[src/rtl/rr_mux_arb_pkg.sv]
// Shared types and defaults for the round-robin output-mux arbiter.
package rr_mux_arb_pkg;

   localparam int unsigned N_REQ_DEF = 4;
   localparam int unsigned DW_DEF    = 8;
   localparam int unsigned BURST_DEF = 4;

   typedef enum logic {
      IDLE = 1'b0,
      BUSY = 1'b1
   } state_t;

   // Width of an index into n entries; never zero.
   function automatic int unsigned idx_w(input int unsigned n);
      return (n > 1) ? $clog2(n) : 1;
   endfunction

endpackage

[src/rtl/rr_mux_arb_if.sv]
// Requester/downstream bundle for rr_mux_arb; the arbiter uses the slave modport.
interface rr_mux_arb_if
   import rr_mux_arb_pkg::*;
#(
   parameter int unsigned N_REQ = N_REQ_DEF,
   parameter int unsigned DW    = DW_DEF
);
   logic [N_REQ-1:0]    req_i;
   logic [N_REQ*DW-1:0] data_i;
   logic [N_REQ-1:0]    ack_o;
   logic [N_REQ-1:0]    sel_o;
   logic                valid_o;
   logic [DW-1:0]       data_o;
   logic                ready_i;

   modport master (
      output req_i, data_i, ready_i,
      input  ack_o, sel_o, valid_o, data_o
   );

   modport slave (
      input  req_i, data_i, ready_i,
      output ack_o, sel_o, valid_o, data_o
   );
endinterface

[src/rtl/rr_mux_arb_onehot_mux.sv]
// AND-OR data selector driven by a one-hot (or all-zero) select.
module onehot_mux #(
   parameter int unsigned N_REQ = 4,
   parameter int unsigned DW    = 8
) (
   input  logic [N_REQ-1:0]    sel,
   input  logic [N_REQ*DW-1:0] data,
   output logic [DW-1:0]       data_c
);

   always_comb begin
      data_c = '0;
      for (int unsigned i = 0; i < N_REQ; i++) begin
         data_c = data_c | (data[i*DW +: DW] & {DW{sel[i]}});
      end
   end

endmodule

[src/rtl/rr_mux_arb.sv]
// Round-robin arbiter feeding a registered output mux with ready/valid downstream.
// Optional burst grants compiled in with RR_MUX_ARB_BURST_EN.
module rr_mux_arb
   import rr_mux_arb_pkg::*;
#(
   parameter int unsigned N_REQ = N_REQ_DEF,
   parameter int unsigned DW    = DW_DEF,
   parameter int unsigned BURST = BURST_DEF
) (
   input logic           clk_i,
   input logic           reset_i,
   rr_mux_arb_if.slave   bus
);

   localparam int unsigned PW = idx_w(N_REQ);

   state_t           state_q, state_d;
   logic [N_REQ-1:0] sel_q, sel_d;
   logic [DW-1:0]    data_q;
   logic [DW-1:0]    mux_data;
   logic [PW-1:0]    ptr_q, ptr_d;
   logic [PW-1:0]    gnt_idx;
   logic [PW-1:0]    nxt_ptr;
   logic [PW-1:0]    scan_start;
   logic [N_REQ-1:0] excl;
   logic [N_REQ-1:0] pick;
   logic             hs;
   logic             load;
   logic             keep;

   // First eligible requester scanning upward from start with wrap.
   function automatic logic [N_REQ-1:0] rr_pick(input logic [N_REQ-1:0] elig,
                                                input logic [PW-1:0]    start);
      logic [N_REQ-1:0] res;
      logic             found;
      int unsigned      k;
      res   = '0;
      found = 1'b0;
      for (int unsigned i = 0; i < N_REQ; i++) begin
         k = (32'(start) + i) % N_REQ;
         if (!found && elig[PW'(k)]) begin
            res[PW'(k)] = 1'b1;
            found       = 1'b1;
         end
      end
      return res;
   endfunction

   always_comb begin
      gnt_idx = '0;
      for (int unsigned i = 0; i < N_REQ; i++) begin
         if (sel_q[i]) gnt_idx = PW'(i);
      end
      nxt_ptr = (gnt_idx == PW'(N_REQ - 1)) ? '0 : gnt_idx + PW'(1);
   end

   assign hs = (state_q == BUSY) && bus.ready_i;

   // The requester being acked still shows its accepted beat, so it is masked out.
   assign excl       = hs ? sel_q : '0;
   assign scan_start = hs ? nxt_ptr : ptr_q;
   assign pick       = rr_pick(bus.req_i & ~excl, scan_start);

   always_comb begin
      state_d = state_q;
      sel_d   = sel_q;
      ptr_d   = ptr_q;
      load    = 1'b0;
      case (state_q)
         IDLE: begin
            if (|pick) begin
               state_d = BUSY;
               sel_d   = pick;
               load    = 1'b1;
            end
         end
         BUSY: begin
            if (hs) begin
               if (keep) begin
                  load = 1'b1;
               end else begin
                  ptr_d = nxt_ptr;
                  if (|pick) begin
                     sel_d = pick;
                     load  = 1'b1;
                  end else begin
                     state_d = IDLE;
                     sel_d   = '0;
                  end
               end
            end
         end
         default: begin
            state_d = IDLE;
            sel_d   = '0;
         end
      endcase
   end

   onehot_mux #(
      .N_REQ (N_REQ),
      .DW    (DW)
   ) u_mux (
      .sel    (sel_d),
      .data   (bus.data_i),
      .data_c (mux_data)
   );

   always_ff @(posedge clk_i or posedge reset_i) begin
      if (reset_i) begin
         state_q <= IDLE;
         sel_q   <= '0;
         ptr_q   <= '0;
         data_q  <= '0;
      end else begin
         state_q <= state_d;
         sel_q   <= sel_d;
         ptr_q   <= ptr_d;
         if (load) data_q <= mux_data;
      end
   end

`ifdef RR_MUX_ARB_BURST_EN
   localparam int unsigned CW = $clog2(BURST + 1);

   logic [CW-1:0] cnt_q, cnt_d;

   // Same requester keeps the grant while it still requests and the burst has room.
   assign keep = hs && |(bus.req_i & sel_q) && (cnt_q < CW'(BURST));

   always_comb begin
      cnt_d = cnt_q;
      if (load) cnt_d = keep ? cnt_q + CW'(1) : CW'(1);
   end

   always_ff @(posedge clk_i or posedge reset_i) begin
      if (reset_i) cnt_q <= '0;
      else         cnt_q <= cnt_d;
   end
`else
   logic unused_burst;

   assign keep         = 1'b0;
   assign unused_burst = (BURST != 0);
`endif

   assign bus.ack_o   = hs ? sel_q : '0;
   assign bus.sel_o   = sel_q;
   assign bus.valid_o = (state_q == BUSY);
   assign bus.data_o  = data_q;

endmodule

[src/flat_wrapper.sv]
// flat-port wrapper written by rule: the top's interface ports become plain ports
module rr_mux_arb_flat import rr_mux_arb_pkg::*;
#(
   parameter int unsigned N_REQ = N_REQ_DEF,
   parameter int unsigned DW    = DW_DEF,
   parameter int unsigned BURST = BURST_DEF
)
  (clk_i, reset_i, bus_req_i, bus_data_i, bus_ready_i, bus_ack_o, bus_sel_o, bus_valid_o, bus_data_o);
  rr_mux_arb_if #(.N_REQ(N_REQ), .DW(DW)) bus_i ();
  input logic clk_i;
  input logic reset_i;
  input wire logic [$bits(bus_i.req_i)-1:0] bus_req_i;
  input wire logic [$bits(bus_i.data_i)-1:0] bus_data_i;
  input wire logic [$bits(bus_i.ready_i)-1:0] bus_ready_i;
  output wire logic [$bits(bus_i.ack_o)-1:0] bus_ack_o;
  output wire logic [$bits(bus_i.sel_o)-1:0] bus_sel_o;
  output wire logic [$bits(bus_i.valid_o)-1:0] bus_valid_o;
  output wire logic [$bits(bus_i.data_o)-1:0] bus_data_o;
  assign bus_i.req_i = bus_req_i;
  assign bus_i.data_i = bus_data_i;
  assign bus_i.ready_i = bus_ready_i;
  assign bus_ack_o = bus_i.ack_o;
  assign bus_sel_o = bus_i.sel_o;
  assign bus_valid_o = bus_i.valid_o;
  assign bus_data_o = bus_i.data_o;
  rr_mux_arb #(.N_REQ(N_REQ), .DW(DW), .BURST(BURST)) u_core (.clk_i(clk_i), .reset_i(reset_i), .bus(bus_i));
endmodule
[config.mk]
export PLATFORM = sky130hd
export DESIGN_NAME = rr_mux_arb_flat
export DESIGN_NICKNAME = d
export VERILOG_FILES = /design/src/rtl/rr_mux_arb_pkg.sv /design/src/rtl/rr_mux_arb_if.sv /design/src/rtl/rr_mux_arb_onehot_mux.sv /design/src/rtl/rr_mux_arb.sv /design/src/flat_wrapper.sv
export SDC_FILE = /design/constraint.sdc
export NUM_CORES = 1
export LEC_CHECK = 0
export ABC_AREA = 1
export CAP_MARGIN = 20
export CORE_AREA = 2 2 84 86
export CTS_CLUSTER_DIAMETER = 150
export CTS_CLUSTER_SIZE = 30
export DETAILED_ROUTE_END_ITERATION = 6
export DIE_AREA = 0 0 86 88
export PLACE_DENSITY_LB_ADDON = 0.05
export REMOVE_ABC_BUFFERS = 1
export SYNTH_ARGS = -nofsm -noshare
export SYNTH_HDL_FRONTEND = slang
export SYNTH_SLANG_ARGS = --single-unit
export TNS_END_PERCENT = 10
[constraint.sdc]
create_clock -name clk_i -period 4.2 [get_ports clk_i]
set_input_delay 0.63 -clock clk_i [delete_from_list [all_inputs] [get_ports clk_i]]
set_output_delay 0.63 -clock clk_i [all_outputs]
set_load 0.05 [all_outputs]
# Word level (Yosys, flattened, before mapping)
# Index checks and enable logic that the tools add are counted.
# Widths: inputs -> output; s select.
[totals] reg_bits=15 in_bits=39 output_inout_bits=17 word_cells=80
[op_classes] add_sub_neg=4 magnitude_cmp=8 eq_ne=1 n_mux=38 bitwise_logic=13 n_reduce_logical=12
[ops] cell="$and 8x8->8" count=4
[ops] cell="$mux 4" count=8
[ops] cell="$or 8x8->8" count=3
[ops] cell="$mux 1" count=15
[ops] cell="$lt 2x3->1 const B" count=4
[ops] cell="$or 4x4->4" count=3
[ops] cell="$bmux 1 s2" count=4
[ops] cell="$demux 1 s2" count=4
[ops] cell="$ge 2x1->1 const B" count=4
[ops] cell="$logic_and 1x1->1" count=8
[ops] cell="$mux 2" count=4
[ops] cell="$pmux 4 s2" count=1
[ops] cell="$add 2x1->2 const B" count=2
[ops] cell="$add 2x2->2 const B" count=2
[ops] cell="$and 4x4->4" count=1
[ops] cell="$not 4->4" count=1
[ops] cell="$pmux 1 s2" count=2
[ops] cell="$reduce_or 4->1" count=1
[ops] cell="$logic_not 1->1" count=3
[ops] cell="$eq 2x2->1 const B" count=1
[ops] cell="$not 1->1" count=1

# Longest topological paths before layout
# Gate-level depths: netlist (run 1).
[depth] ltp_word=26 ltp_mapped=22 mapped_depth_nobuf=20

# Cells and area by module
# Synthesis (run 1) repeated with hierarchy kept, for this count alone.
[unflattened] cells_unflattened=252 area_unflattened_um2=1546.5
[modules_own_cells] mod="rr_mux_arb" n_inst=1 cells_each=176 area_per_inst_um2=1256.2 seq_area_each_um2=375.4
[modules_own_cells] mod="onehot_mux" n_inst=1 cells_each=76 area_per_inst_um2=290.3 seq_area_each_um2=0.0

# Worst setup path before layout (run 1)
# Ideal clock, no wire load.
[synth_path] path_kind="reg2reg" startpoint="register u_core.state_q, in the netlist u_core.bus.valid_o" endpoint="register u_core.data_q[5], in the netlist u_core.bus.data_o[5]" setup_time_ns=0.118 arrival_time_ns=2.826 required_time_ns=4.082 path_slack_ns=1.255 stages_incl_launch_ff=22 path_buffers=2 period_less_slack_ns=2.945 cell_sequence="dfrtp_1 buf_6 nand2_4 clkinv_2 nand3_4 nand2_8 inv_1 ha_1 inv_1 nand3_1 nand2_2 nor2_4 nand3_1 nand3_2 nor2_2 nand2_1 inv_2 a21oi_4 buf_6 nand3_1 nor2_1 nor2_1"
[synth_via] word_cells_on_any_way=68 classes_between="3 x add/sub; 8 x order compare; 32 x mux; 13 x bitwise; 12 x reduce/logical"
[synth_rtl] item="start, declared" line="rr_mux_arb.sv:17" rtl="state_t state_q, state_d;"
[synth_rtl] item="start signal, assigned" line="rr_mux_arb.sv:116" rtl="state_q <= state_d;"
[synth_rtl] item="$logic_and 1x1->1 (*)" line="rr_mux_arb.sv:57" rtl="assign hs = (state_q == BUSY) && bus.ready_i;"
[synth_rtl] item="$mux 2 (*)" line="rr_mux_arb.sv:61" rtl="assign scan_start = hs ? nxt_ptr : ptr_q;"
[synth_rtl] item="via u_core.scan_start[0]" line="rr_mux_arb.sv:24" rtl="logic [PW-1:0] scan_start;"
[synth_rtl] item="branches (longest 11 deep; another with $lt 2x3->1)"
[synth_rtl] item="$mux 4 (*)" line="rr_mux_arb.sv:41" rtl="if (!found && elig[PW'(k)]) begin"
[synth_rtl] item="$reduce_or 4->1" line="rr_mux_arb.sv:71, rr_mux_arb.sv:83"
[synth_rtl] item="$mux 4" line="rr_mux_arb.sv:83" rtl="if (|pick) begin"
[synth_rtl] item="$mux 4" line="rr_mux_arb.sv:78" rtl="if (hs) begin"
[synth_rtl] item="$pmux 4 s2" line="rr_mux_arb.sv:69" rtl="case (state_q)"
[synth_rtl] item="$and 8x8->8" line="rr_mux_arb_onehot_mux.sv:14" rtl="data_c = data_c | (data[i*DW +: DW] & {DW{sel[i]}});"
[synth_rtl] item="$or 8x8->8 (3 in series)" line="rr_mux_arb_onehot_mux.sv:14"
[synth_rtl] item="end signal, assigned" line="rr_mux_arb.sv:119" rtl="if (load) data_q <= mux_data;"
[synth_rtl] item="end, declared" line="rr_mux_arb.sv:19" rtl="logic [DW-1:0] data_q;"
# Mark *: on every way through the listed nets, which the timed path passes. The select of a mux whose other input is x is not followed.
# A chain may end at the register's enable or synchronous reset.

# Worst setup path in the final report (run 1)
[layout_path] startpoint="input bus_ready_i" endpoint="register u_core.data_q[4], in the netlist u_core.bus.data_o[4]"
[layout_via] word_cells_on_any_way=67 classes_between="3 x add/sub; 8 x order compare; 32 x mux; 12 x bitwise; 12 x reduce/logical"
[layout_rtl] item="start, declared" line="flat_wrapper.sv:14" rtl="input wire logic [$bits(bus_i.ready_i)-1:0] bus_ready_i;"
[layout_rtl] item="$logic_and 1x1->1 (*)" line="rr_mux_arb.sv:57"
[layout_rtl] item="$mux 2 (*)" line="rr_mux_arb.sv:61"
[layout_rtl] item="via u_core.scan_start[0]" line="rr_mux_arb.sv:24"
[layout_rtl] item="branches (longest 11 deep; another with $lt 2x3->1)"
[layout_rtl] item="$mux 4 (*)" line="rr_mux_arb.sv:41"
[layout_rtl] item="$reduce_or 4->1" line="rr_mux_arb.sv:71, rr_mux_arb.sv:83"
[layout_rtl] item="$mux 4" line="rr_mux_arb.sv:83"
[layout_rtl] item="$mux 4" line="rr_mux_arb.sv:78"
[layout_rtl] item="$pmux 4 s2" line="rr_mux_arb.sv:69"
[layout_rtl] item="$and 8x8->8" line="rr_mux_arb_onehot_mux.sv:14"
[layout_rtl] item="$or 8x8->8 (3 in series)" line="rr_mux_arb_onehot_mux.sv:14"
# Marked as above.

==> results.md, run 1 <==
- DR WL/cell: 14.1 um
- Final Power: 2210 uW
- R2r endpoint: u_core.bus.data_o[4]
- CTS tree: done
- Worst vdd ir: 0.000337 V
- Crit Path Class: in2reg
- Min Clock Period, post-route: 3.60 ns
- Synthesized area per cell: 6.86 um2
- Required time of the critical path: 4.34 ns
- Drt total wl: 5.09 mm
- Tcrit/Tclk final: 85.7%
- Post-route DRC violation count: 0
- Hold_sp: u_core.bus.data_o[3]
- Worst reg-to-reg path cell count: 19
- Share of layout cells above drive strength 1: 12.8%
- Via density: 4.53
- Setup bufs post-CTS: 0
- Count of different cell masters after synthesis: 22
- Async SR Flop Fraction: 100%
- Reg2Reg Launch Point: u_core.bus.valid_o
- Max-Cap Viols: 0
- DRT iter0 DRCs: 77
- Most frequent cell after synthesis: nand3_1
- EDFF count, synth: 0
- IO buf count: 55
- Final Net Count: 329
- Max Clock Skew: 0.00469 ns
- Top cells by count, synth: nand3_1 (71), nand2_1 (39), nor2_1 (27), inv_1 (22), dfrtp_1 (15)
- Via count: 1639
- Initial Util: 23.2%
- Relative slew slack: 59.4%
- Top cell type's share of synthesized area: 24.3%
- Min-Delay Path Class: reg2reg
- Core area: 6640 um2
- GRT Total Usage: 13.9%
- Ports: 56
- Max Root-Sink Buffers: 2
- Met1 WL: 2.38 mm
- CTS sink count: 15
- Die area: 7570 um2
- Post-synthesis instance area: 1540 um2
- Reg2Reg Setup Slack: 0.87 ns
- Top routing layer in use: met4
- Ys Warns: 0
- Final-report max-slew violation count: 0
- Unrepaired setup endpoints after global routing: no
- Critical Path End Type: flop
- Post-synthesis cell count: 225
- F_max: 0.278 GHz
- Status: finished clean
- Crit Path Max Fanout: 14
- Final Hold Violating Endpoints: 0
- Met3 Wirelength: 174 um
- Clock latency on the worst-skew pair: 0.25 ns
- # setup viols final: 0
- Clk pin slew, worst setup/hold paths: 0.07 ns
- Sequential area share after synthesis: 24.3%
- P per Cell Area: 999 nW/um2
- Hold Buf Count CTS: 0
- Area of the multi-input gates: 1030 um2
- # diodes: 0
- Initial antenna violation count: 0
- Hold Path Cell Cnt: 2
- PostCTS Resize Cnt: 0
- # rows: 30
- Die H: 88 um
- Met2 Wirelength: 2.51 mm
- Total CTS buffers: 3
- CP startpoint kind: primary input
- TritonRoute pass-1 iters: 4
- Setup_tns: 0 ns
- Grt total ovfl: 0
- Worst-Margin Slew: 0.609 ns
- Register area: 375 um2
- Fill cell count: 746
- Area delta synth->final: 43.5%
- Main synth FF type: dfrtp_1
- Vias in the first global route: 1642
- RePlAce Congestion: 0.753
- Crit path DAT: 3.75 ns
- First-pass GRT wire length: 8.15 mm
- Pin count of the biggest net entering global routing: 16
- ANT nets after route: 0
- Max H-tree Level: 1
- Final HPWL DP: 4.02 mm
- Static leakage: 0.00103 uW
- Synth area leader: dfrtp_1
- Top post-synthesis cells by area: dfrtp_1 (24%), nand3_1 (23%), nand2_1 (9.5%)
- DIE WIDTH: 86 um
- Clk root buf: clkbuf_8
- Worst Hold Path EP: u_core.bus.data_o[3]
- Seq cells post-synth: 15
report_power, final:
| part | leakage [uW] | switching [uW] | total (uW) | internal, uW |
|---|---|---|---|---|
| Sequential | 0.000166 | 69.4 | 289 | 220 |
| Combinational | 0.000839 | 1210 | 1800 | 593 |
| Clock | 0.0000255 | 54.9 | 121 | 65.7 |
metal layers:
| metal | vias to the layer above | GRT usage, % |
|---|---|---|
| met5 | - | 0 |
| met3 | 2 | 3.02 |
| met4 | 0 | 2.16 |
| met2 | 24 | 24.3 |
| li1 | 858 | - |
| met1 | 755 | 18.0 |
worst max path at each step:
| stage | startpoint | endpoint | slack (ns) | cells after the start |
|---|---|---|---|---|
| after global placement | bus_ready_i | u_core.bus.data_o[2] | 0.39 | 20 |
| after CTS | bus_ready_i | u_core.bus.data_o[3] | 0.61 | 20 |
| after global routing | bus_ready_i | u_core.bus.data_o[2] | 0.23 | 20 |
| after floorplan | u_core.bus.valid_o | u_core.bus.data_o[0] | 0.98 | 19 |
| after detailed placement | bus_ready_i | u_core.bus.data_o[4] | 0.34 | 20 |
| final | bus_ready_i | u_core.bus.data_o[4] | 0.60 | 20 |
per-stage QoR:
step           worst slack, ns  instances  hold slack [ns]  instance area, um2  utilization, %
6_report                 0.600        362            0.511                2210            33.3
5_1_grt                  0.232        362            0.562                2210            33.3
4_1_cts                  0.606        362            0.519                2210            33.3
3_5_place_dp             0.342        358            0.504                2170            32.6
3_3_place_gp             0.393        358            0.496                2170            32.6
2_1_floorplan            0.980        222            0.531                1510               -
layout make-up:
cell class                      count  area share [%]
Timing Repair Buffer               56            25.2
Sequential cell                    15            17.0
Clock buffer                        3            1.87
Clock inverter                      1           0.226
Tap cell                           80            4.52
Inverter                           26            4.47
Multi-Input combinational cell    181            46.7
placed cells by master, fill, tap and decap left out, drive strengths merged:
cell type,instances
a21oi,1
and2,4
buf,1
clkbuf,3
clkdlybuf4s50,55
clkinv,3
dfrtp,15
ha,7
inv,24
nand2,49
nand3,80
nand3b,2
nor2,31
o21ai,7
state kept, by name, indices dropped and copies added, names as in the netlist:
| signal | cells |
|---|---|
| u_core.bus.sel_o | 4 |
| u_core.bus.data_o | 8 |
| u_core.bus.valid_o | 1 |
| u_core.ptr_q | 2 |
critical path, stage by stage:
cell	delay, ns
clkdlybuf4s50_1	0.59
nand2_4	0.17
clkinv_2	0.14
nand3_4	0.15
nand2_8	0.14
inv_1	0.08
ha_1	0.31
inv_1	0.06
nand3_1	0.09
nand2_2	0.10
nor2_4	0.18
nand3_1	0.09
nand3_1	0.15
nor2_2	0.08
nand2_1	0.08
inv_2	0.05
a21oi_4	0.33
nand3_1	0.16
nor2_1	0.11
nor2_1	0.04
logic make-up after synthesis:
group           count (synthesis)  synth area share [%]
simple gates                  166                  57.6
buf+inv                        29                  8.60
flops                          15                  24.3
compound gates                  8                  3.81
fa+ha+maj                       7                  5.68
No activity file was read; power rests on OpenSTA's default activity.
==> inputs of run 2 (changes only) <==
Settings changed: SKIP_CTS_REPAIR_TIMING set to 1.
==> results of run 2 <==
The final DEF is identical to that of run 1; final timing and power are the same.
